$ cat src/rtl/emu_tester_gen_pkg.sv
// Shared types and constants for the emulation tester slice.
package emu_tester_pkg;

    typedef enum logic [1:0] {
        IDLE,
        RUN_HI,
        RUN_LO,
        CAPTURE
    } step_state_t;

    localparam int          SIG_W    = 16;
    localparam logic [15:0] SIG_POLY = 16'h1021;

    function automatic int ceil_div(input int bits, input int width);
        return (bits + width - 1) / width;
    endfunction

endpackage

$ cat src/rtl/emu_tester_gen_if.sv
// Emulation host bus: byte data in/out, byte address, command strobes, busy flag.
interface emu_tester_gen_if #(
    parameter int ADDR_W = 3
);
    logic [7:0]        Din_emu;
    logic [7:0]        Dout_emu;
    logic [ADDR_W-1:0] Addr_emu;
    logic              load_emu;
    logic              get_emu;
    logic              step_emu;
    logic              busy_emu;

    modport master (
        output Din_emu, Addr_emu, load_emu, get_emu, step_emu,
        input  Dout_emu, busy_emu
    );

    modport slave (
        input  Din_emu, Addr_emu, load_emu, get_emu, step_emu,
        output Dout_emu, busy_emu
    );
endinterface

$ cat src/rtl/emu_tester_gen_step_ctrl.sv
// Burst sequencer: runs N DUT clock cycles, then strobes a capture.
module emu_step_ctrl
    import emu_tester_pkg::*;
(
    input  logic       clk_emu,
    input  logic       rst_emu_n,
    input  logic       step_go,
    input  logic [7:0] step_n,
    output logic       xclk_dut,
    output logic       busy_emu,
    output logic       cap_stb,
    output logic       lo_stb
);

    step_state_t state, state_nx;
    logic [7:0]  cnt, cnt_nx;

    always_comb begin
        state_nx = state;
        cnt_nx   = cnt;
        case (state)
            IDLE: begin
                if (step_go) begin
                    cnt_nx   = step_n;
                    state_nx = (step_n == 8'd0) ? CAPTURE : RUN_HI;
                end
            end
            RUN_HI:  state_nx = RUN_LO;
            RUN_LO: begin
                cnt_nx   = cnt - 8'd1;
                state_nx = (cnt == 8'd1) ? CAPTURE : RUN_HI;
            end
            CAPTURE: state_nx = IDLE;
            default: state_nx = IDLE;
        endcase
    end

    assign cap_stb = (state == CAPTURE);
    assign lo_stb  = (state == RUN_LO);

    // xclk_dut and busy_emu are registered from the next state so they never glitch.
    always_ff @(posedge clk_emu or negedge rst_emu_n) begin
        if (!rst_emu_n) begin
            state    <= IDLE;
            cnt      <= '0;
            xclk_dut <= 1'b0;
            busy_emu <= 1'b0;
        end else begin
            state    <= state_nx;
            cnt      <= cnt_nx;
            xclk_dut <= (state_nx == RUN_HI);
            busy_emu <= (state_nx != IDLE);
        end
    end

endmodule

$ cat src/rtl/emu_tester_gen.sv
// Co-emulation tester top: stimulus/capture byte arrays, bus read mux, DUT clock bursts.
// Optional OUT_SIGNATURE_EN adds a 16-bit MISR over x_out, readable after the capture bytes.
module emu_tester_gen
    import emu_tester_pkg::*;
#(
    parameter int NUM_IN_BITS  = 16,
    parameter int NUM_OUT_BITS = 24,
    parameter int ADDR_W       = 3
) (
    input  logic                    clk_emu,
    input  logic                    rst_emu_n,
    emu_tester_gen_if.slave         bus,
    output logic                    xclk_dut,
    output logic [NUM_IN_BITS-1:0]  x_in,
    input  logic [NUM_OUT_BITS-1:0] x_out
);

    localparam int unsigned NUM_STIM_ARRAY = ceil_div(NUM_IN_BITS, 8);
    localparam int unsigned NUM_OUT_ARRAY  = ceil_div(NUM_OUT_BITS, 8);

    logic [7:0]                  stim_in [NUM_STIM_ARRAY];
    logic [NUM_STIM_ARRAY*8-1:0] stim_flat;
    logic [NUM_OUT_ARRAY*8-1:0]  vect_out;
    logic [NUM_OUT_ARRAY*8-1:0]  out_pad;
    logic [7:0]                  rd_byte;
    logic                        load_go, get_go, step_go, bus_go;
    logic                        cap_stb;
`ifdef OUT_SIGNATURE_EN
    localparam int unsigned SIG_SLICES = ceil_div(NUM_OUT_BITS, SIG_W);
    localparam logic [ADDR_W-1:0] SIG_LO = ADDR_W'(NUM_OUT_ARRAY);
    localparam logic [ADDR_W-1:0] SIG_HI = ADDR_W'(NUM_OUT_ARRAY + 1);

    logic                        lo_stb;
    logic [SIG_W-1:0]            sig;
    logic [SIG_W-1:0]            fold;
    logic [SIG_SLICES*SIG_W-1:0] sig_pad;
`endif

    // Commands are only honoured while idle; otherwise the cycle falls through to bus access.
    assign load_go = bus.load_emu & ~bus.busy_emu;
    assign get_go  = bus.get_emu & ~bus.load_emu & ~bus.busy_emu;
    assign step_go = bus.step_emu & ~bus.load_emu & ~bus.get_emu & ~bus.busy_emu;
    assign bus_go  = ~(load_go | get_go | step_go);

    emu_step_ctrl u_step (
        .clk_emu   (clk_emu),
        .rst_emu_n (rst_emu_n),
        .step_go   (step_go),
        .step_n    (bus.Din_emu),
        .xclk_dut  (xclk_dut),
        .busy_emu  (bus.busy_emu),
        .cap_stb   (cap_stb),
`ifdef OUT_SIGNATURE_EN
        .lo_stb    (lo_stb)
`else
        .lo_stb    ()
`endif
    );

    always_comb begin
        stim_flat = '0;
        for (int unsigned i = 0; i < NUM_STIM_ARRAY; i++) begin
            stim_flat[i*8 +: 8] = stim_in[i];
        end
        out_pad = '0;
        out_pad[NUM_OUT_BITS-1:0] = x_out;
    end

    always_comb begin
        rd_byte = '0;
        for (int unsigned i = 0; i < NUM_OUT_ARRAY; i++) begin
            if (bus.Addr_emu == ADDR_W'(i)) rd_byte = vect_out[i*8 +: 8];
        end
`ifdef OUT_SIGNATURE_EN
        if (bus.Addr_emu == SIG_LO) rd_byte = sig[7:0];
        if (bus.Addr_emu == SIG_HI) rd_byte = sig[15:8];
`endif
    end

    always_ff @(posedge clk_emu or negedge rst_emu_n) begin
        if (!rst_emu_n) begin
            for (int unsigned i = 0; i < NUM_STIM_ARRAY; i++) stim_in[i] <= '0;
            vect_out     <= '0;
            x_in         <= '0;
            bus.Dout_emu <= '0;
        end else begin
            if (load_go) x_in <= stim_flat[NUM_IN_BITS-1:0];
            if (get_go || cap_stb) vect_out <= out_pad;
            if (bus_go) begin
                for (int unsigned i = 0; i < NUM_STIM_ARRAY; i++) begin
                    if (bus.Addr_emu == ADDR_W'(i)) stim_in[i] <= bus.Din_emu;
                end
                bus.Dout_emu <= rd_byte;
            end
        end
    end

`ifdef OUT_SIGNATURE_EN
    always_comb begin
        sig_pad = '0;
        sig_pad[NUM_OUT_BITS-1:0] = x_out;
        fold = '0;
        for (int unsigned i = 0; i < SIG_SLICES; i++) fold = fold ^ sig_pad[i*SIG_W +: SIG_W];
    end

    // A bus write to either signature byte clears it, taking precedence over a RUN_LO update.
    always_ff @(posedge clk_emu or negedge rst_emu_n) begin
        if (!rst_emu_n) begin
            sig <= '0;
        end else if (bus_go && (bus.Addr_emu == SIG_LO || bus.Addr_emu == SIG_HI)) begin
            sig <= '0;
        end else if (lo_stb) begin
            sig <= ({sig[SIG_W-2:0], 1'b0} ^ (sig[SIG_W-1] ? SIG_POLY : '0)) ^ fold;
        end
    end
`endif

endmodule

$ cat src/flat_wrapper.sv
// flat-port wrapper written by rule: the top's interface ports become plain ports
module emu_tester_gen_flat import emu_tester_pkg::*;
#(
    parameter int NUM_IN_BITS  = 16,
    parameter int NUM_OUT_BITS = 24,
    parameter int ADDR_W       = 3
)
  (clk_emu, rst_emu_n, xclk_dut, x_in, x_out, bus_Din_emu, bus_Addr_emu, bus_load_emu, bus_get_emu, bus_step_emu, bus_Dout_emu, bus_busy_emu);
  emu_tester_gen_if #(.ADDR_W(ADDR_W)) bus_i ();
  input  logic clk_emu;
  input  logic rst_emu_n;
  output logic xclk_dut;
  output logic [NUM_IN_BITS-1:0] x_in;
  input  logic [NUM_OUT_BITS-1:0] x_out;
  input wire logic [$bits(bus_i.Din_emu)-1:0] bus_Din_emu;
  input wire logic [$bits(bus_i.Addr_emu)-1:0] bus_Addr_emu;
  input wire logic [$bits(bus_i.load_emu)-1:0] bus_load_emu;
  input wire logic [$bits(bus_i.get_emu)-1:0] bus_get_emu;
  input wire logic [$bits(bus_i.step_emu)-1:0] bus_step_emu;
  output wire logic [$bits(bus_i.Dout_emu)-1:0] bus_Dout_emu;
  output wire logic [$bits(bus_i.busy_emu)-1:0] bus_busy_emu;
  assign bus_i.Din_emu = bus_Din_emu;
  assign bus_i.Addr_emu = bus_Addr_emu;
  assign bus_i.load_emu = bus_load_emu;
  assign bus_i.get_emu = bus_get_emu;
  assign bus_i.step_emu = bus_step_emu;
  assign bus_Dout_emu = bus_i.Dout_emu;
  assign bus_busy_emu = bus_i.busy_emu;
  emu_tester_gen #(.NUM_IN_BITS(NUM_IN_BITS), .NUM_OUT_BITS(NUM_OUT_BITS), .ADDR_W(ADDR_W)) u_core (.clk_emu(clk_emu), .rst_emu_n(rst_emu_n), .bus(bus_i), .xclk_dut(xclk_dut), .x_in(x_in), .x_out(x_out));
endmodule
$ cat config.mk
export PLATFORM = sky130hd
export DESIGN_NAME = emu_tester_gen_flat
export DESIGN_NICKNAME = d
export VERILOG_FILES = /design/src/rtl/emu_tester_gen_pkg.sv /design/src/rtl/emu_tester_gen_if.sv /design/src/rtl/emu_tester_gen_step_ctrl.sv /design/src/rtl/emu_tester_gen.sv /design/src/flat_wrapper.sv
export SDC_FILE = /design/constraint.sdc
export NUM_CORES = 1
export LEC_CHECK = 0
export BUFFER_PORTS_ARGS = -buffer_cell sky130_fd_sc_hd__buf_2
export CORE_MARGIN = 10
export CORE_UTILIZATION = 54
export DETAILED_ROUTE_END_ITERATION = 10
export PLACE_DENSITY = 0.78
export SETUP_SLACK_MARGIN = 0.05
export SYNTH_ARGS = -nofsm -noshare
export SYNTH_HDL_FRONTEND = slang
export SYNTH_SLANG_ARGS = --single-unit
$ cat constraint.sdc
create_clock -name clk_emu -period 3.7 [get_ports clk_emu]
set_input_delay 0.555 -clock clk_emu [delete_from_list [all_inputs] [get_ports clk_emu]]
set_output_delay 0.555 -clock clk_emu [all_outputs]
set_load 0.005 [all_outputs]
==> results.txt <==
total negative setup slack: 0 ps
Pleak: 1.89 nW
final setup violation count: 0
vias per cell: 5.60
Worst Path Required: 3940 ps
ANT cells: 0
Switch Pwr: 1.06 mW
DP Area: 0.00375 mm2
DR pass1 iterations: 4
r2r endpoint: u_core.vect_out[12]$_DFFE_PN0P_
post-cts hold buffer count: 0
fillers: 451
Row Count: 28
DRC: 0
CTS tree: built
cells after synthesis: 260
kind of critical path: reg2reg
Worst-Skew Late Latency: 350 ps
most frequent cells in the layout: 76 x dfrtp_1, 64 x buf_2, 48 x mux2_2
commonest non-fill, non-tap cell in the layout: dfrtp_1
reg2reg start: u_core.u_step.state[0]$_DFF_PN0_
io pins: 66
Area growth, synth to finish: 18.7%
Post-CTS Resized: 0
RSZ-0062 raised after global routing: false
outcome: finished, final reports clean
Final Hold Vio Count: 0
M1 WL: 3240 um
H-tree Lvls: 3
design area: 0.00401 mm2
final WL: 7370 um
Clock transition at path regs: 80 ps
syn_area_per_cell: 13.0 um2
Tot GR Track Use: 0.153
Die H: 99.1 um
Reg power frac: 0.447
synthesized area: 0.00338 mm2
crit-path max FO: 24
DR vias: 2264
Final ANT Viol Nets: 0
vias in the first global route: 2385
Power Density: 864 mW/mm2
Comb pwr share: 0.312
FF+latch count, synth: 76
Pwr Total: 3.47 mW
post-synth net total: 302
Final Slew Violations: 0
FFs w/ async S/R, synth: 1.00
fraction of layout cells with a size suffix above 1: 0.450
Clk pwr share: 0.241
Main synth FF type: dfrtp_1
CTS Sinks: 76
Starting Density: 0.564
Final min period: 2240 ps
pin count of the biggest net entering global routing: 77
Slew @ Worst Pin: 1090 ps
Hold WC Path Type: in2async
Wirelength per Cell: 18.2 um
Yosys warning count: 0
CP arrival: 2480 ps
first-pass GRT wire length: 12200 um
Pint: 2.41 mW
Worst Clk Skew: 8.68 ps
total CTS buffers: 9
Post-CTS Setup Inserts: 0
die area: 0.00983 mm2
initial antenna violation count: 0
switching share of power: 0.305
CTS Buffer Depth: 2
Worst setup EP type: flop
width of the die: 99.1 um
metal2 WL: 3490 um
Slew headroom: 0.271
routability cong.: 0.881
Max IR drop VDD: 401 uV
GR Overflow Total: 0
CTS root buf: clkbuf_8
top sig layer: met4
floorplan core area: 0.00599 mm2
DP HPWL: 5240 um
wire length on met3: 544 um
Yosys cell types: 39
port bufs: 65
setup slack, reg-to-reg: 1460 ps
R2R depth: 3
post-synthesis sequential area ratio: 0.563
Post-synth EDFFs: 0
initial DRC count: 172
final worst-path cycle share: 0.605
Fmax: 446 MHz
max-cap violations: 0
layout net count: 366
Critical Path Source Type: flop
==> flip-flops by register name, summed over array words and instances, names as in the netlist <==
signal and cells:
u_core.stim_flat 16, u_core.bus.Dout_emu 8, u_core.u_step.xclk_dut 1, u_core.u_step.busy_emu 1, u_core.u_step.state 2, u_core.x_in 16
u_core.vect_out 24, u_core.u_step.cnt 8
==> worst max-delay path, stage by stage (launching register included) <==
cell	delay, ps
dfrtp_1	610
clkinv_1	390
o32ai_4	700
mux2_2	430
==> worst max path at each step <==
stage / slack [ps] / to / from / depth (start not counted)
finish: 1460 / u_core.vect_out[12]$_DFFE_PN0P_ / u_core.u_step.state[0]$_DFF_PN0_ / 3
global route: 1360 / u_core.vect_out[12]$_DFFE_PN0P_ / u_core.u_step.state[0]$_DFF_PN0_ / 3
CTS: 1480 / u_core.vect_out[2]$_DFFE_PN0P_ / u_core.u_step.state[0]$_DFF_PN0_ / 3
detailed placement: 1410 / u_core.stim_flat[9]$_DFFE_PN0P_ / bus_load_emu / 5
global placement: 1490 / u_core.stim_flat[13]$_DFFE_PN0P_ / bus_load_emu / 5
floorplan: 1810 / u_core.stim_flat[0]$_DFFE_PN0P_ / bus_load_emu / 6
==> cells by family after synthesis <==
family / Yosys count / share of synthesized area
adders and majority gates: 2 / 0.00740
AOI/OAI and AO/OA: 41 / 0.0899
and+or+nand+nor: 54 / 0.0829
buffers and inverters: 21 / 0.0322
muxes: 66 / 0.225
DFF: 76 / 0.563
==> area by class of cell <==
class | instances | area [um2] | area share
clock inverters | 4 | 120 | 0.0299
well taps | 75 | 93.8 | 0.0234
inverters | 7 | 26.3 | 0.00655
multi-input cells | 163 | 1380 | 0.344
clock buffers | 12 | 145 | 0.0362
flip-flops and latches | 76 | 1900 | 0.474
repair buffers | 67 | 343 | 0.0855
==> Yosys cell counts, types with 3 or more instances <==
| cell type | count | area (um2) |
|---|---|---|
| nand2_1 | 15 | 56.3 |
| nor2b_1 | 6 | 37.5 |
| o221ai_1 | 3 | 26.3 |
| a22o_2 | 8 | 80.1 |
| dfrtp_1 | 76 | 1900 |
| mux2_4 | 8 | 120 |
| mux2_2 | 48 | 541 |
| clkbuf_1 | 4 | 15.0 |
| buf_6 | 3 | 33.8 |
| and3_1 | 3 | 18.8 |
| nor3_1 | 7 | 35.0 |
| nand3_1 | 3 | 15.0 |
| a21oi_1 | 5 | 25.0 |
| a31oi_1 | 3 | 18.8 |
| o21ai_0 | 11 | 55.1 |
| mux2i_1 | 10 | 100 |
| nor2_1 | 10 | 37.5 |
| inv_1 | 6 | 22.5 |
| buf_2 | 5 | 25.0 |
==> metrics by stage <==
| stage | setup slack [ps] | util | hold WS (ps) | cells |
|---|---|---|---|---|
| floorplan | 1810 | - | 259 | 260 |
| global placement | 1490 | 0.625 | 484 | 388 |
| detailed placement | 1410 | 0.625 | 487 | 388 |
| CTS | 1480 | 0.670 | 370 | 404 |
| global route | 1360 | 0.670 | 406 | 404 |
| finish | 1460 | 0.670 | 333 | 404 |
==> routing by layer <==
| layer | vias to the layer above | GRT usage |
|---|---|---|
| met5 | - | 0 |
| met4 | 0 | 0.0540 |
| met3 | 10 | 0.0533 |
| met2 | 69 | 0.235 |
| met1 | 1110 | 0.197 |
| li1 | 1075 | - |
==> power by group through the flow <==
stage / Combinational (mW) / Clock, mW / Sequential, mW
2_1_floorplan: 0.807 / 0 / 1.46
3_3_place_gp: 1.06 / 0 / 1.54
3_5_place_dp: 1.10 / 0 / 1.56
4_1_cts: 1.10 / 0.848 / 1.55
5_1_grt: 1.21 / 0.888 / 1.60
6_report: 1.08 / 0.835 / 1.55
(Power assumes the default switching activity.)
